**src/rtl/regfile_wb_buffer.sv**
```systemverilog
// Writeback buffer between producers and the register file: a circular FIFO that
// drains up to NR_COMMIT_PORTS entries per cycle and forwards pending writes.
module regfile_wb_buffer #(
    parameter int unsigned DATA_WIDTH      = 64,
    parameter int unsigned NR_WB_PORTS     = 2,
    parameter int unsigned NR_COMMIT_PORTS = 2,
    parameter int unsigned NR_READ_PORTS   = 2,
    parameter int unsigned DEPTH           = 8,
    parameter bit          ZERO_REG_ZERO   = 1'b1
) (
    input  logic                                         clk_i,
    input  logic                                         rst_i,
    input  logic                                         flush_i,
    input  logic                                         wr_stall_i,
    input  logic [NR_WB_PORTS-1:0]                       wb_valid_i,
    output logic [NR_WB_PORTS-1:0]                       wb_ready_o,
    input  logic [NR_WB_PORTS-1:0][4:0]                  wb_addr_i,
    input  logic [NR_WB_PORTS-1:0][DATA_WIDTH-1:0]       wb_data_i,
    output logic [NR_COMMIT_PORTS-1:0][4:0]              waddr_o,
    output logic [NR_COMMIT_PORTS-1:0][DATA_WIDTH-1:0]   wdata_o,
    output logic [NR_COMMIT_PORTS-1:0]                   we_o,
    input  logic [NR_READ_PORTS-1:0][4:0]                raddr_i,
    output logic [NR_READ_PORTS-1:0]                     fwd_hit_o,
    output logic [NR_READ_PORTS-1:0][DATA_WIDTH-1:0]     fwd_data_o,
    output logic [$clog2(DEPTH):0]                       count_o,
    output logic                                         full_o,
    output logic                                         empty_o
);

    localparam int unsigned PTR_W = $clog2(DEPTH);
    localparam int unsigned CNT_W = PTR_W + 1;

    logic [PTR_W-1:0]      r_head;
    logic [PTR_W-1:0]      r_tail;
    logic [CNT_W-1:0]      r_count;
    logic [4:0]            r_addr [DEPTH];
    logic [DATA_WIDTH-1:0] r_data [DEPTH];

    logic [NR_WB_PORTS-1:0]            w_accept;
    logic [NR_WB_PORTS-1:0][PTR_W-1:0] w_push_idx;
    logic [CNT_W-1:0]                  w_push_cnt;
    logic [CNT_W-1:0]                  w_pop_cnt;

    // Ready depends only on registered occupancy, never on this cycle's valids or drains.
    always_comb begin
        for (int i = 0; i < int'(NR_WB_PORTS); i++) begin
            wb_ready_o[i] = !rst_i && (int'(r_count) < int'(DEPTH) - i);
        end
    end

    // Accepted ports are packed into consecutive slots starting at the tail.
    always_comb begin
        // NOTE: every combinational output gets a default before any conditional update,
        // so no path leaves a value unassigned and no latch is inferred.
        w_push_cnt = '0;
        for (int i = 0; i < int'(NR_WB_PORTS); i++) begin
            w_accept[i]   = wb_valid_i[i] && wb_ready_o[i];
            w_push_idx[i] = r_tail + PTR_W'(w_push_cnt);
            if (w_accept[i]) begin
                w_push_cnt = w_push_cnt + CNT_W'(1);
            end
        end
    end

    always_comb begin
        logic [PTR_W-1:0] idx;
        logic             present;
        w_pop_cnt = '0;
        for (int k = 0; k < int'(NR_COMMIT_PORTS); k++) begin
            idx        = r_head + PTR_W'(k);
            present    = k < int'(r_count);
            waddr_o[k] = r_addr[idx];
            wdata_o[k] = r_data[idx];
            we_o[k]    = present && !wr_stall_i && !flush_i && !rst_i &&
                         !(ZERO_REG_ZERO && r_addr[idx] == 5'd0);
            if (present) begin
                w_pop_cnt = w_pop_cnt + CNT_W'(1);
            end
        end
        if (wr_stall_i) begin
            w_pop_cnt = '0;
        end
    end

    // Scan oldest to youngest so the last match (youngest) wins.
    always_comb begin
        logic [PTR_W-1:0] idx;
        for (int r = 0; r < int'(NR_READ_PORTS); r++) begin
            fwd_hit_o[r]  = 1'b0;
            fwd_data_o[r] = '0;
            for (int j = 0; j < int'(DEPTH); j++) begin
                idx = r_head + PTR_W'(j);
                if (j < int'(r_count) && r_addr[idx] == raddr_i[r]) begin
                    fwd_hit_o[r]  = 1'b1;
                    fwd_data_o[r] = r_data[idx];
                end
            end
            if (rst_i || (ZERO_REG_ZERO && raddr_i[r] == 5'd0)) begin
                fwd_hit_o[r] = 1'b0;
            end
        end
    end

    always_ff @(posedge clk_i or posedge rst_i) begin
        if (rst_i) begin
            r_head  <= '0;
            r_tail  <= '0;
            r_count <= '0;
        end else if (flush_i) begin
            r_head  <= '0;
            r_tail  <= '0;
            r_count <= '0;
        end else begin
            r_head  <= r_head + PTR_W'(w_pop_cnt);
            r_tail  <= r_tail + PTR_W'(w_push_cnt);
            r_count <= r_count + w_push_cnt - w_pop_cnt;
        end
    end

    // NOTE: entry storage is deliberately not reset; validity is defined purely by
    // head/count, so stale contents are never observed.
    always_ff @(posedge clk_i) begin
        for (int i = 0; i < int'(NR_WB_PORTS); i++) begin
            if (w_accept[i] && !flush_i) begin
                r_addr[w_push_idx[i]] <= wb_addr_i[i];
                r_data[w_push_idx[i]] <= wb_data_i[i];
            end
        end
    end

    assign count_o = r_count;
    assign full_o  = (r_count == CNT_W'(DEPTH));
    assign empty_o = (r_count == '0);

endmodule

```
**config.mk**
```make
export PLATFORM = sky130hd
export DESIGN_NAME = regfile_wb_buffer
export DESIGN_NICKNAME = d
export VERILOG_FILES = /design/src/rtl/regfile_wb_buffer.sv
export SDC_FILE = /design/constraint.sdc
export NUM_CORES = 2
export LEC_CHECK = 0
export CAP_MARGIN = 10
export CORE_ASPECT_RATIO = 2
export CORE_UTILIZATION = 50
export DETAILED_ROUTE_END_ITERATION = 6
export PLACE_DENSITY = 0.81
export SYNTH_ARGS = -nofsm -noshare
export SYNTH_HDL_FRONTEND = slang
export SYNTH_SLANG_ARGS = --single-unit
```
**constraint.sdc**
```tcl
create_clock -name clk_i -period 7.7 [get_ports clk_i]
set_clock_uncertainty 0.15 [all_clocks]
set_input_delay 1.54 -clock clk_i [delete_from_list [all_inputs] [get_ports clk_i]]
set_output_delay 1.54 -clock clk_i [all_outputs]
set_load 0.02 [all_outputs]
```
==> summary.txt <==
Status
  – Status: complete, but fails checks
  – Failing checks: DRC

Yosys
  – Synth unique cells: 71
  – Synthesized cell area: around 53,000 sq um
  – Dominant cell by count in the synthesized netlist: nand2_1
  – Sequential area share after synthesis: 0.316
  – Post-synthesis cell count: 4,633
  – Top FF cell, synth: edfxtp_1
  – Syn. warnings: 0
  – Asr flop ratio synth: 0.0178
  – Synth area leaders: edfxtp_1, mux4_2, mux2_2
  – Syn_area_per_cell: roughly 11 sq um
  – Commonest cells in the netlist: nand2_1, mux2_2, edfxtp_1
  – Syn_nets: between 4,000 and 5,000
  – Yosys top cell by area: edfxtp_1
  – Flops & latches, synth: 562
  – Synth top area share: 0.312
  – Number of synthesized flops with an enable pin: approximately 550

Setup path
  – R2R depth: 8
  – CP delay by family, top: buffers and inverters
  – Crit path launch type: register
  – R2R Path Start: count_o[3]
  – Critical Path RT: between 6 and 7 ns
  – Crit path buffers/inverters: 5
  – Crit path max fanout: 33
  – CP max stage delay: around 0.69 ns
  – Worst path cell trace: inv_1 > ha_4 > buf_8 > mux4_2 > mux2i_1 > xor2_1 > nand4_1 > or3_4 > buf_4 > buf_4 > a21oi_1 > a311oi_1 > o21ai_1 > clkdlybuf4s50_1
  – Critical path arrival: around 5.9 ns
  – Slowest cell on the critical path: clkdlybuf4s50_1
  – FF-to-FF setup slack: approximately 3.4 ns
  – Critical path type: register to output pin
  – Critical path capture point type: output pin
  – Most frequent CP cell: buf_4
  – RR Endpoint: r_data[6][58]

Finish
  – Layout cells sized above 1: 0.307
  – Layout area overhead: 14.3%
  – Nets: about 5,000
  – Reg area: approximately 17,000 sq um
  – Multi-input logic area: between 30,000 and 40,000 sq um
  – Fill cells: roughly 8,400

Die
  – Rows: 168
  – Die Wd: 233 um
  – Core box area: between 100,000 and 150,000 sq um
  – Initial Util: 0.506
  – Top-Level Pins: around 430
  – Die area: roughly 110,000 sq um
  – Die Span Y: about 460 um

Worst hold path
  – Hold/Removal Path Class: register to register
  – Hold Path Depth: 2
  – Hold Path Sink: r_tail[2]
  – Worst Hold Launch: r_tail[2]

Clock network
  – H-tree depth: 2
  – Hold_buf cts: 0
  – CTS Buffer Depth: 3
  – Clock-pin slew on the worst setup and hold paths: about 0.07 ns
  – Skew-Pair Late Insertion Delay: ~0.70 ns
  – Root Buffer: clkbuf_16
  – CTS tree: yes
  – Clock Sinks: ~560
  – Total CTS buffers: between 50 and 60

Timing
  – Fin. max-slew vios: 0
  – Period minus WS final: 7.62 ns
  – Fmax: 0.131 GHz
  – Worst Slack Setup Final: between 0.08 and 0.09 ns
  – Worst slew margin: 0.219
  – Finish-stage setup viols: 0
  – Hold Fails Final Rpt: 0
  – Hold slack final: 0.528 ns
  – Setup TNS: 0 ns
  – Period utilization: 0.990
  – Slew @ Worst Pin: 1.17 ns
  – RSZ-0062 raised after global routing: false

Placement
  – DP HPWL: between 100 and 150 mm
  – Final GP Congestion: ~1
  – Number of port buffers: around 430
  – Post-place setup slack: 0.433 ns

Routing
  – Number of nets with antenna violations after routing: 0
  – Detailed-route DRC error count: 63
  – DR WL/cell: ~34 um
  – Final WL: between 200 and 250 mm
  – Avg Vias per Cell: just under 8
  – Initial DRT Pass Iterations: 7
  – Drt first-iter violations: between 7,000 and 8,000
  – Vias: about 48,000

Global routing
  – Initial antenna violation count: 31
  – First-pass GRT wire length: roughly 310 mm
  – GRT Total Usage: 0.388
  – GR peak layer: met2
  – Met3 usage: 0.137
  – Largest net degree at the start of global routing: roughly 120
  – Global route overflow: 0
  – Met1 usage: 0.416
  – Vias in the first global route: 47,421
  – Met2 GRT Util: 0.630

Flow run
  – Max-Cap Viols: 0

Power and ir drop
  – Maximum vdd drop: approximately 0.00043 V
  – Pleak: between 20 and 25 nW
  – Pwr dens: ~390 nW/um^2
where the power goes:
part | leakage [nW] | switching (W) | total [W] | internal (W)
combinational | 14.0 | 0.0103 | 0.0173 | 0.00696
clock | 0.923 | 0.00133 | 0.00298 | 0.00166
sequential | 5.11 | 0.000156 | 0.00367 | 0.00351
total | 20.1 | 0.0118 | 0.0239 | 0.0121
layout by cell type, fill, tap and decap left out, types with 35 or more instances in the layout:
cell and instances:
inv_1 84, mux2_2 650, a31oi_1 69, a21oi_1 80, clkdlybuf4s50_1 427, o311ai_0 38, nor2_1 35, nand3_1 70
clkbuf_16 57, o311ai_1 53, edfxtp_1 552, mux2i_1 265, mux4_2 549, o21ai_1 64, buf_4 117, o221ai_1 62
o21ai_0 70, nand4_1 73, nand2b_1 37, nand2_1 858, xnor2_1 56, o22ai_1 72
registers in the layout, summed over array words and instances, names as in the netlist:
register	count
r_data	512
r_addr	40
count_o	4
r_head	3
r_tail	3
how the worst max path moves through the flow:
stage                    start               to  slack [ns]  cells after the start
CTS                  r_head[0]  fwd_data_o[114]        0.15                     13
floorplan            r_head[1]   fwd_data_o[64]        0.76                     22
detailed placement  raddr_i[7]  fwd_data_o[126]        0.43                      9
global route         r_head[0]  fwd_data_o[107]        0.01                     13
global placement    raddr_i[7]  fwd_data_o[126]        0.49                      9
finish               r_head[0]   fwd_data_o[29]        0.08                     14
area by class of cell:
type / instances / area share
Clock buffer: 63 / 0.0238
Sequential cell: 562 / 0.277
Inverter: 84 / 0.00518
Multi-Input combinational cell: 3520 / 0.565
Clock inverter: 36 / 0.00763
Antenna cell: 20 / 0.000823
Timing Repair Buffer: 568 / 0.0922
Tap cell: 1360 / 0.0280
cell families after synthesis:
| logic type | Yosys count | share of synthesized area |
|---|---|---|
| AO/OA/AOI/OAI | 732 | 0.0977 |
| XOR/XNOR | 95 | 0.0159 |
| adder cells (fa/ha/maj) | 18 | 0.00466 |
| buffers and inverters | 552 | 0.0436 |
| flip-flops | 562 | 0.316 |
| multiplexers | 1465 | 0.420 |
| AND/OR/NAND/NOR | 1209 | 0.101 |
timing repair:
action                     in CTS  in global routing
gates resized for setup         0                  1
buffers inserted                0                  3
cloned                          1                  0
setup endpoints to repair       1                  9
pin swaps                       0                  1
per-layer routing:
metal | vias to the layer above | routed length [um]
met5 | - | 161
met4 | 26 | 19000
met3 | 1440 | 32300
met2 | 4611 | 99900
met1 | 22944 | 62500
li1 | 18889 | -
per-stage QoR:
| step | util | area (sq um) | total power [W] | std cells |
|---|---|---|---|---|
| 2_1_floorplan | - | 53200 | 0.0146 | 4633 |
| 3_3_place_gp | 0.559 | 58800 | 0.0200 | 6088 |
| 3_5_place_dp | 0.559 | 58800 | 0.0203 | 6088 |
| 4_1_cts | 0.578 | 60700 | 0.0233 | 6188 |
| 5_1_grt | 0.578 | 60800 | 0.0247 | 6200 |
| 6_report | 0.579 | 60800 | 0.0239 | 6213 |
worst register-to-register path: cells and delay by family, from the launching register on:
kind | cells | cell delay [ns]
muxes | 1 | 0.46
DFF | 1 | 0.64
adders and majority gates | 1 | 0.28
and+or+nand+nor | 4 | 1.79
buffers and inverters | 2 | 0.78
No activity file was read; power rests on OpenSTA's default activity.
